### src/rtl/rd_req_sel_pkg.sv
// Shared types and constants for the rd_req_sel read-request arbiter.
package rd_req_sel_pkg;
    localparam int RD_NUM_W = 10;

    typedef enum logic [1:0] {
        IDLE = 2'd0,
        REQ  = 2'd1,
        BUSY = 2'd2,
        GAP  = 2'd3
    } rd_state_e;

    function automatic int idx_w(input int n);
        return (n > 1) ? $clog2(n) : 1;
    endfunction
endpackage

### src/rtl/rd_req_sel_if.sv
// Single read port between rd_req_sel (master) and the DDR3 core wrapper (slave).
// Handshake: rd_req is a level held from arbitration until the edge after rd_finish;
// rd_grant marks each valid rd_data beat (may span many cycles); rd_finish is a one-cycle completion pulse.
interface rd_req_sel_if #(
    parameter int APP_DATA_WIDTH = 128,
    parameter int APP_ADDR_WIDTH = 28
);
    import rd_req_sel_pkg::*;

    logic                      rd_req;
    logic [APP_ADDR_WIDTH-1:0] rd_addr;
    logic [RD_NUM_W-1:0]       rd_num;
    logic [APP_DATA_WIDTH-1:0] rd_data;
    logic                      rd_grant;
    logic                      rd_finish;

    modport master (output rd_req, rd_addr, rd_num, input rd_data, rd_grant, rd_finish);
    modport slave  (input rd_req, rd_addr, rd_num, output rd_data, rd_grant, rd_finish);
endinterface

### src/rtl/rd_req_sel_rr_arbiter.sv
// Combinational wrap-around search: the first set request at or after ptr wins.
module rr_arbiter
    import rd_req_sel_pkg::*;
#(
    parameter  int CHANNEL_NUM = 2,
    localparam int IDX_W       = idx_w(CHANNEL_NUM)
) (
    input  logic [CHANNEL_NUM-1:0] req,
    input  logic [IDX_W-1:0]       ptr,
    output logic [IDX_W-1:0]       win_idx,
    output logic                   win_valid
);
    always_comb begin
        win_idx   = '0;
        win_valid = 1'b0;
        // Walk from farthest to nearest so the closest requester overwrites earlier hits.
        for (int k = CHANNEL_NUM - 1; k >= 0; k--) begin
            int j;
            j = int'(ptr) + k;
            if (j >= CHANNEL_NUM) j = j - CHANNEL_NUM;
            if (req[j]) begin
                win_idx   = IDX_W'(j);
                win_valid = 1'b1;
            end
        end
    end
endmodule

### src/rtl/rd_req_sel.sv
// N-channel read-request arbiter/mux in front of the DDR3 core read port.
// Define RD_REQ_SEL_FIXED_PRIO_EN for fixed lowest-index priority instead of round-robin.
module rd_req_sel
    import rd_req_sel_pkg::*;
#(
    parameter int APP_DATA_WIDTH = 128,
    parameter int APP_ADDR_WIDTH = 28,
    parameter int CHANNEL_NUM    = 2
) (
    input  logic                               clk,
    input  logic                               rst_n,
    input  logic [CHANNEL_NUM-1:0]             rd_req_,
    input  logic [APP_ADDR_WIDTH*CHANNEL_NUM-1:0] rd_addr_,
    input  logic [RD_NUM_W*CHANNEL_NUM-1:0]    rd_num_,
    output logic [APP_DATA_WIDTH*CHANNEL_NUM-1:0] rd_data_,
    output logic [CHANNEL_NUM-1:0]             rd_grant_,
    output logic [CHANNEL_NUM-1:0]             rd_finish_,
    rd_req_sel_if.master                       core,
    output rd_state_e                          dbg_state
);
    localparam int IDX_W = idx_w(CHANNEL_NUM);

    rd_state_e                 state_q, state_d;
    logic [IDX_W-1:0]          sel_q, sel_d;
    logic                      req_q, req_d;
    logic [APP_ADDR_WIDTH-1:0] addr_q, addr_d;
    logic [RD_NUM_W-1:0]       num_q, num_d;
    logic                      done;
    logic [IDX_W-1:0]          arb_ptr;
    logic [IDX_W-1:0]          win_idx;
    logic                      win_valid;

    logic [APP_ADDR_WIDTH-1:0] addr_arr [CHANNEL_NUM];
    logic [RD_NUM_W-1:0]       num_arr  [CHANNEL_NUM];

    for (genvar i = 0; i < CHANNEL_NUM; i++) begin : g_slice
        assign addr_arr[i] = rd_addr_[i*APP_ADDR_WIDTH +: APP_ADDR_WIDTH];
        assign num_arr[i]  = rd_num_[i*RD_NUM_W +: RD_NUM_W];
    end

    rr_arbiter #(.CHANNEL_NUM(CHANNEL_NUM)) u_arb (
        .req       (rd_req_),
        .ptr       (arb_ptr),
        .win_idx   (win_idx),
        .win_valid (win_valid)
    );

`ifdef RD_REQ_SEL_FIXED_PRIO_EN
    assign arb_ptr = '0;
`else
    logic [IDX_W-1:0] ptr_q;

    always_ff @(posedge clk or negedge rst_n) begin
        if (!rst_n) begin
            ptr_q <= '0;
        end else if (done) begin
            ptr_q <= (sel_q == IDX_W'(CHANNEL_NUM - 1)) ? '0 : sel_q + 1'b1;
        end
    end

    assign arb_ptr = ptr_q;
`endif

    always_ff @(posedge clk or negedge rst_n) begin
        if (!rst_n) begin
            state_q <= IDLE;
            sel_q   <= '0;
            req_q   <= 1'b0;
            addr_q  <= '0;
            num_q   <= '0;
        end else begin
            state_q <= state_d;
            sel_q   <= sel_d;
            req_q   <= req_d;
            addr_q  <= addr_d;
            num_q   <= num_d;
        end
    end

    always_comb begin
        state_d = state_q;
        sel_d   = sel_q;
        req_d   = req_q;
        addr_d  = addr_q;
        num_d   = num_q;
        done    = 1'b0;
        case (state_q)
            IDLE: begin
                if (win_valid) begin
                    sel_d   = win_idx;
                    addr_d  = addr_arr[win_idx];
                    num_d   = num_arr[win_idx];
                    req_d   = 1'b1;
                    state_d = REQ;
                end
            end
            REQ: begin
                // A finish alongside the first grant still completes the transaction.
                if (core.rd_finish)     done    = 1'b1;
                else if (core.rd_grant) state_d = BUSY;
            end
            BUSY:    if (core.rd_finish) done = 1'b1;
            GAP:     state_d = IDLE;
            default: state_d = IDLE;
        endcase
        if (done) begin
            req_d   = 1'b0;
            state_d = GAP;
        end
    end

    always_comb begin
        rd_grant_  = '0;
        rd_finish_ = '0;
        if (state_q == REQ || state_q == BUSY) begin
            rd_grant_[sel_q]  = core.rd_grant;
            rd_finish_[sel_q] = core.rd_finish;
        end
    end

    assign rd_data_     = {CHANNEL_NUM{core.rd_data}};
    assign core.rd_req  = req_q;
    assign core.rd_addr = addr_q;
    assign core.rd_num  = num_q;
    assign dbg_state    = state_q;
endmodule

### src/flat_wrapper.sv
// flat-port wrapper written by rule: the top's interface ports become plain ports
module rd_req_sel_flat import rd_req_sel_pkg::*;
#(
    parameter int APP_DATA_WIDTH = 128,
    parameter int APP_ADDR_WIDTH = 28,
    parameter int CHANNEL_NUM    = 2
)
  (clk, rst_n, rd_req_, rd_addr_, rd_num_, rd_data_, rd_grant_, rd_finish_, dbg_state, core_rd_req, core_rd_addr, core_rd_num, core_rd_data, core_rd_grant, core_rd_finish);
  rd_req_sel_if #(.APP_DATA_WIDTH(APP_DATA_WIDTH), .APP_ADDR_WIDTH(APP_ADDR_WIDTH)) core_i ();
  input  logic clk;
  input  logic rst_n;
  input  logic [CHANNEL_NUM-1:0] rd_req_;
  input  logic [APP_ADDR_WIDTH*CHANNEL_NUM-1:0] rd_addr_;
  input  logic [RD_NUM_W*CHANNEL_NUM-1:0] rd_num_;
  output logic [APP_DATA_WIDTH*CHANNEL_NUM-1:0] rd_data_;
  output logic [CHANNEL_NUM-1:0] rd_grant_;
  output logic [CHANNEL_NUM-1:0] rd_finish_;
  output rd_state_e dbg_state;
  output wire logic [$bits(core_i.rd_req)-1:0] core_rd_req;
  output wire logic [$bits(core_i.rd_addr)-1:0] core_rd_addr;
  output wire logic [$bits(core_i.rd_num)-1:0] core_rd_num;
  input wire logic [$bits(core_i.rd_data)-1:0] core_rd_data;
  input wire logic [$bits(core_i.rd_grant)-1:0] core_rd_grant;
  input wire logic [$bits(core_i.rd_finish)-1:0] core_rd_finish;
  assign core_rd_req = core_i.rd_req;
  assign core_rd_addr = core_i.rd_addr;
  assign core_rd_num = core_i.rd_num;
  assign core_i.rd_data = core_rd_data;
  assign core_i.rd_grant = core_rd_grant;
  assign core_i.rd_finish = core_rd_finish;
  rd_req_sel #(.APP_DATA_WIDTH(APP_DATA_WIDTH), .APP_ADDR_WIDTH(APP_ADDR_WIDTH), .CHANNEL_NUM(CHANNEL_NUM)) u_core (.clk(clk), .rst_n(rst_n), .rd_req_(rd_req_), .rd_addr_(rd_addr_), .rd_num_(rd_num_), .rd_data_(rd_data_), .rd_grant_(rd_grant_), .rd_finish_(rd_finish_), .core(core_i), .dbg_state(dbg_state));
endmodule
### config.mk
export PLATFORM = sky130hd
export DESIGN_NAME = rd_req_sel_flat
export DESIGN_NICKNAME = d
export VERILOG_FILES = /design/src/rtl/rd_req_sel_pkg.sv /design/src/rtl/rd_req_sel_if.sv /design/src/rtl/rd_req_sel_rr_arbiter.sv /design/src/rtl/rd_req_sel.sv /design/src/flat_wrapper.sv
export SDC_FILE = /design/constraint.sdc
export NUM_CORES = 1
export LEC_CHECK = 0
export CAP_MARGIN = 15
export CORE_AREA = 2 2 196 198
export DETAILED_ROUTE_END_ITERATION = 8
export DIE_AREA = 0 0 198 200
export SKIP_CTS_REPAIR_TIMING = 1
export SYNTH_ARGS = -nofsm -noshare
export SYNTH_HDL_FRONTEND = slang
export SYNTH_HIERARCHICAL = 1
export SYNTH_SLANG_ARGS = --single-unit
### constraint.sdc
create_clock -name clk -period 1.6 [get_ports clk]
set_clock_uncertainty 0.1 [all_clocks]
set_input_delay 0.32 -clock clk [delete_from_list [all_inputs] [get_ports clk]]
set_output_delay 0.32 -clock clk [all_outputs]
set_load 0.01 [all_outputs]
==> metrics.txt <==
Clock Sink Count=43; Synth cell types=28; Clk Latency, worst-skew pair=0.30 ns; WL final=13710 µm; DP HPWL=11410 µm; Slew HR=83.21%; CTS H-tree lvls=2; Starting Density=11.03%; number of global-route vias before repair=2273; most frequent cells in the layout=78 x clkdlybuf4s50_1, 43 x dfrtp_1, 42 x dlymetal6s2s_1; final period utilization=113.0%; vias per cell=2.648; CP required=1.18 ns; minimum clock period=1.808 ns; diode count=0; Root Buffer=clkbuf_16; nature of the critical path endpoint=output pin; Avg WL per Cell=15.88 µm; GP Congestion=0.7170; clock buffer depth=2; post-synth top area share=46.94%; top post-synthesis cells by area=buf_4 47%, dfrtp_1 26%, mux2i_1 9.2%; total chip power=6802 µW; cts bufs inserted=5; DRC viols=0; Setup WS post-layout=-0.2082 ns; failing checks=setup timing; fmax=553.0 MHz; status=finished, violations left; Worst-Margin Slew=0.2448 ns; Clk pwr share=17.4%; layout cells sized above 1=22.73%; Final Setup Violations=4; overall routing resource usage=6.389%; Hold WC Path Type=flop to flop; Layout Nets=565; Switch Pwr=2421 µW; Slew Viols, Final=0; Power Dens Cells=1461 nW/µm²; Worst VDD drop=0.0009361 V; Initial DRC Count=58; gr ovfl total=0; most common cell after layout, fill and taps aside=clkdlybuf4s50_1; sequential share of power=27.9%; sw frac=35.59%; I/O pins=511; Cells after Synth=457; Startpoint Class=flop; first-pass GRT wire length=17210 µm; flop and latch count out of synthesis=43; unrepaired setup endpoints after global routing=yes; I/O Buffers=126; CTS tree=yes; largest area contributor in the netlist=buf_4; CP Class=flop to output pin; internal cell power=4381 µW; register area share after synthesis=26.08%; critical path arrival=1.39 ns; DR vias=2285; pin count of the biggest net entering global routing=44; Detailed Routing Iterations Pass 1=4; Crit Path Max Fanout=4; DIE WIDTH=198 µm; warnings from Yosys=6; Rows=71; core area=37400 µm²; syn_nets=670; combinational power share=54.7%; Syn Area/Cell=9.029 µm²; area of the mapped netlist=4126 µm²; ANT nets after route=0; area grow syn2layout=12.83%; CTS clock-pin slew for the worst setup and hold paths=0.06 ns; DIE HEIGHT=200 µm; fin util=12.45%; final hold vios=0; Total Die Area=39600 µm²; antenna violations before repair=0; Leakage=0.001969 µW; MaxCap Viol Count=0
logic make-up after synthesis:
kind of cell	after synthesis	synth area share [%]
AO/OA/AOI/OAI	46	7.854
adder cells (fa/ha/maj)	3	0.9097
buffers and inverters	274	50.09
flip-flops	43	26.08
multiplexers	40	9.763
AND/OR/NAND/NOR	51	5.306
power groups by stage:
stage                     Clock, µW  Sequential [µW]  Combinational [µW]
after detailed placement          0             1940                3700
final                          1190             1900                3720
after global routing           1300             1980                4090
after floorplan                   0             2180                2120
after global placement            0             1920                3670
after CTS                      1260             1920                3710
layout make-up:
cell class	instances	area, µm²
clock buffer	6	128.9
fill	4278	32740
tap	511	639.4
sequential	43	1076
clock inverter	1	30.03
timing repair buffer	158	1700
inverter	4	15.01
multi-input combinational	140	1066
through the flow:
stage / setup TNS, ns / setup slack (ns) / hold WS (ns) / cell area [µm²] / std cells
after floorplan: 0 / 0.03862 / -0.07559 / 4126 / 457
after global placement: -11.07 / -0.5243 / 0.2254 / 4204 / 844
after detailed placement: -11.46 / -0.5369 / 0.2236 / 4204 / 844
after CTS: -5.079 / -0.7380 / -0.1147 / 4363 / 851
after global routing: -1.026 / -0.2692 / 0.4137 / 4656 / 863
final: -0.7093 / -0.2082 / 0.3843 / 4656 / 863
cells in the mapped netlist, drive strengths merged:
master  number
and2         1
and3         2
o221ai       1
mux2i       38
nand2b       1
a31oi        1
a21o         1
inv          4
clkbuf       1
nor3b        1
ha           3
a21boi       1
dfrtp       43
o21a         1
or2          1
o21ai        1
buf        269
mux2         2
nor2b        2
nand2        2
nor2        40
a21oi       39
o211ai       1
or4          1
critical path: stages, from the launching register on:
cell and delay, ns:
dfrtp_1 0.39, inv_2 0.09, ha_4 0.21, buf_6 0.12, and3_4 0.17, buf_6 0.11
registers in the layout, summed over array words and instances (netlist names):
signal	flops
u_core/dbg_state	2
u_core/arb_ptr	1
u_core/core.rd_num	10
u_core/core.rd_req	1
u_core/sel_q	1
u_core/core.rd_addr	28
worst paths after layout:
| check | end | from | slack [ns] | cells past startpoint |
|---|---|---|---|---|
| worst max-delay path | rd_finish_[1] | u_core/dbg_state[1] | -0.21 | 5 |
| worst min-delay path | u_core/arb_ptr | u_core/arb_ptr | 0.38 | 1 |
| worst max register to register | u_core/core.rd_addr[15] | u_core/arb_ptr | 0.06 | 6 |
| worst min register to register | u_core/arb_ptr | u_core/arb_ptr | 0.38 | 1 |
| max in group asynchronous | u_core/core.rd_num[4] | rst_n | 0.74 | 3 |
| min in group asynchronous | u_core/dbg_state[0] | rst_n | 0.42 | 3 |
routing by layer:
metal,global-route usage [%],part of all wire [%],vias up
li1,-,-,990
met1,4.591,26,944
met2,10.29,47,274
met3,5.948,20,77
met4,5.124,6.4,0
met5,0,0,-
(Power assumes the default switching activity.)
==> RTL change 1 (same settings) <==
`RD_NUM_W`: 10 -> 14.
--- a/src/rtl/rd_req_sel_pkg.sv
+++ b/src/rtl/rd_req_sel_pkg.sv
@@ -2,3 +2,3 @@
 package rd_req_sel_pkg;
-    localparam int RD_NUM_W = 10;
+    localparam int RD_NUM_W = 14;
 
Interface: changed (resized core_rd_num and rd_num_); port bits go from 511 to 523. The function was not compared with the original's and may differ.
==> RTL change 1 against the original RTL <==
  * The flow still finishes with violations (negative setup slack)
  * Synthesized cell count up 3.7%
  * Final area up 8.8%
  * Worst setup slack better by 0.0089 ns
  * Area after synthesis up 5.9%
  * Sequential cell count up 4
  * Routed wire length up 28%
  * Power up 12%
==> RTL change 1: results (changes against the original RTL) <==
Parameter                              Value

Detailed routing
  DR pass1 iterations ... 3 (-1)
  Avg Vias per Cell ... 2.79 (+5.2%)
  Iter 0 DRT Violations ... 39 (-33%)

GRT
  Largest net degree at the start of global routing ... 31 (-30%)
  Wire length of the first global-routing pass ... 20.4 mm (+19%)
  Via count of the first global-routing pass ... 2494 (+9.7%)
  Overall routing resource usage ... 0.0778 (+0.0139)

Outcome
  Status ... complete, but fails checks
  Violations in the final reports ... negative setup slack

Synth
  Multiplexer share of the synthesized area ... 0.102 (+0.00454)
  Compound-gate portion of the synthesized area ... 0.0950 (+0.0165)
  Sequential fraction of the synthesis area ... 0.269 (+0.00827)
  List of most frequent post-synthesis cells ... buf_4 (260), dfrtp_1 (47), nor2_1 (44), mux2i_1 (42), a21oi_2 (40)

Timing
  Min setup slack post-route ... -0.199 ns (+0.00892 ns)
  Slew @ Worst Pin ... 0.449 ns (+0.204 ns)
  Number of setup violations in the final report ... 4 (unchanged)
  Smallest hold slack ... 0.389 ns (+0.00492 ns)

Setup path
  Launch point of the worst reg-to-reg path ... u_core/dbg_state[0]
  Destination of the worst register-to-register timing path ... u_core/dbg_state[1]
  Crit path max-delay cell type ... dfrtp_2
  Worst setup slack for register-to-register paths ... 0.02 ns (-0.04 ns)

Pwr
  Max IR drop VDD ... 0.000510 V (-46%)
  Cell leakage power ... 2.12 nW (+7.8%)

Final layout
  Number of fill cells ... 4242 (-0.84%)
  Nets@finish ... 599 (+6.0%)
-- RTL change 1: logic make-up after synthesis --
kind of cell               count (synthesis)
AOI/OAI and AO/OA                         50
DFF                                       47
buffers and inverters                    275
adders and majority gates                  3
and+or+nand+nor                           55
muxes                                     44
-- RTL change 1: how the worst min path moves through the flow --
stage                        from                 endpoint  cells after the start
2_1_floorplan               rst_n           u_core/arb_ptr                      0
3_3_place_gp                rst_n  u_core/core.rd_addr[24]                      2
3_5_place_dp                rst_n    u_core/core.rd_num[1]                      2
4_1_cts                     rst_n       u_core/core.rd_req                      2
5_1_grt        u_core/core.rd_req       u_core/core.rd_req                      1
6_report           u_core/arb_ptr           u_core/arb_ptr                      1
-- RTL change 1: per-layer routing --
layer,up-vias,GRT usage,part of all wire
li1,1062,-,-
met1,1017,0.0545,0.25
met2,328,0.124,0.48
met3,71,0.0822,0.22
met4,2,0.0498,0.053
met5,-,0.00864,0.0027
-- RTL change 1: area by class of cell --
class	count	area, um2	area share
tap	511	639	0.126
clock buffer	6	139	0.0274
multi-input combinational	152	1240	0.246
sequential	47	1180	0.233
inverter	4	15.0	0.00297
timing repair buffer	168	1810	0.358
clock inverter	2	35.0	0.00692
-- RTL change 1: metrics by stage --
stage	cell area, um2	utilization	power (mW)	std cells
after floorplan	4370	-	4.74	474
after global placement	4560	0.122	6.16	873
after detailed placement	4560	0.122	6.22	873
after CTS	4730	0.127	7.60	881
after global routing	5060	0.135	8.22	890
final	5060	0.135	7.60	890
-- RTL change 1: worst reg2reg max path: stages (launching register included) --
cell and delay, ns:
dfrtp_2 0.41, buf_4 0.16, ha_2 0.21, or4_4 0.48
o211ai_1 0.13
-- RTL change 1: power by group --
part / internal [mW] / switching (mW)
clock: 0.780 / 0.521
combinational: 2.26 / 1.95
sequential: 1.79 / 0.298
total: 4.83 / 2.77
==> RTL change 2 (config.mk and constraints unchanged) <==
Without the edit above. Put one more register stage on the output `dbg_state`. The value now appears one clock later. The other outputs are not delayed to match.
--- a/src/rtl/rd_req_sel.sv
+++ b/src/rtl/rd_req_sel.sv
@@ -124,3 +124,5 @@
     assign core.rd_num  = num_q;
-    assign dbg_state    = state_q;
+    always_ff @(posedge clk) begin
+        dbg_state <= state_q;
+    end
 endmodule
Function: changed (Yosys sat finds a counterexample within 4 cycles, from zero or initial values and one cycle with rst_n low).
==> RTL change 2 against the original RTL <==
  * The run still ends with negative setup slack left
  * Area after synthesis increased by 0.97%
  * Sequential cell count increased by 2
  * Highest routed layer unchanged
  * Critical path type unchanged
  * Via count decreased by 0.26%
  * Largest power group unchanged
  * Final area decreased by 0.83%
  * Combinational power decreased by 3%
  * Worst setup slack got worse by 0.012 ns
  * Sequential share of layout area increased by 1.1 points
  * Power increased by 2.2%
  * Routed wire length decreased by 14%
  * First-iteration DRC count decreased by 47%
==> RTL change 2: results (changes against the original RTL) <==
Parameter                              Value

Final layout
  Final standard cell count with taps included and fillers excluded ... 859 (-0.46%)
  Nets@finish ... 560 (-0.88%)
  Layout cell share with drive strength beyond 1 ... 0.210 (-0.0175)

GRT
  Met1 track demand over resource ... 0.0516 (+0.00569)
  Wire length of the first global-routing pass ... 15.9 mm (-7.6%)
  Overall routing resource usage ... 0.0590 (-0.00492)

Pwr
  Cell leakage power ... 1.94 nW (-1.4%)
  Internal Pwr Total ... 4.41 mW (+0.55%)
  Switching power of the nets ... 2.55 mW (+5.3%)
  Power in combinational cells ... 3.60 mW (-3%)
  Max IR drop VDD ... 0.000671 V (-28%)

Placed design
  Placer's final routability congestion estimate ... 0.721 (+0.52%)
  Placed cell area ... 4250 um2 (+1.2%)
  HPWL after detailed placement ... 9.18 mm (-20%)

CTS
  Clock transition at the registers of the reported paths ... 0.08 ns (+0.02 ns)
  Clock Latency Late Sink ... 0.32 ns (+0.02 ns)

Outcome
  Violations in the final reports ... negative setup slack
  Status ... complete, but fails checks

Synth
  Adder-cell share of the synthesized area ... 0.00901 (-0.0000874)
  Compound-gate portion of the synthesized area ... 0.0778 (-0.000755)
  Count of mapped cells out of synthesis ... 459 (+0.44%)
  Fraction of synthesis flops using an asynchronous set or reset pin ... 0.956 (-0.0444)
  Top cells by area, synth ... buf_4 (46%), dfrtp_1 (26%), mux2i_1 (9.1%), a21oi_2 (4.4%), nor2_1 (3.6%)

Detailed routing
  Wire length the detailed router placed on met1 ... 3.54 mm (-0.81%)
  Iter 0 DRT Violations ... 31 (-47%)
  Wirelength per Cell ... 13.7 um (-14%)
  Avg Vias per Cell ... 2.65 (+0.20%)
  Met3 WL ... 1.81 mm (-35%)

Timing
  Setup TNS ... -0.836 ns (-0.127 ns)
  Number of setup violations in the final report ... 4 (unchanged)
  Min setup slack post-route ... -0.220 ns (-0.0122 ns)
## RTL change 2: cell types whose count changed in the layout (fill, tap and decap cells not counted), moves of 2 or more
| cell | unedited run | this run |
|---|---|---|
| and3_1 | 0 | 2 |
| and3_4 | 2 | 0 |
| buf_12 | 6 | 8 |
| buf_4 | 23 | 16 |
| buf_6 | 5 | 2 |
| clkbuf_2 | 0 | 2 |
| clkdlybuf4s50_1 | 78 | 80 |
| dfxtp_1 | 0 | 2 |
| dlymetal6s2s_1 | 42 | 40 |
| mux2i_1 | 34 | 36 |
| mux2i_4 | 3 | 0 |
## RTL change 2: final timing paths
| kind | start | end | slack (ns) | cells past startpoint |
|---|---|---|---|---|
| worst max-delay path | u_core/state_q[1] | rd_finish_[1] | -0.22 | 5 |
| worst min-delay path | u_core/core.rd_req | u_core/core.rd_req | 0.39 | 1 |
| worst max register to register | u_core/state_q[0] | u_core/state_q[1] | 0.06 | 4 |
| worst min register to register | u_core/core.rd_req | u_core/core.rd_req | 0.39 | 1 |
| max in group asynchronous | rst_n | u_core/core.rd_addr[2] | 0.72 | 3 |
| min in group asynchronous | rst_n | u_core/core.rd_addr[18] | 0.41 | 3 |
## RTL change 2: per-stage QoR
stage	util	hold slack (ns)
CTS	0.118	-0.142
finish	0.123	0.391
global route	0.123	0.418
detailed placement	0.114	0.236
floorplan	-	-0.0756
global placement	0.114	0.233
## RTL change 2: area by class of cell
cell class                      instances  area (um2)
Tap cell                              511         639
Inverter                                4        15.0
Clock inverter                          3        50.0
Timing Repair Buffer                  151        1630
Sequential cell                        45        1120
Fill cell                            4271       32800
Clock buffer                            5         125
Multi-Input combinational cell        140        1040
## RTL change 2: critical path: cells and delay by family (launching register included)
kind	cells	cell delay, ns
simple gates	1	0.17
buf+inv	3	0.32
flops	1	0.39
fa+ha+maj	1	0.20
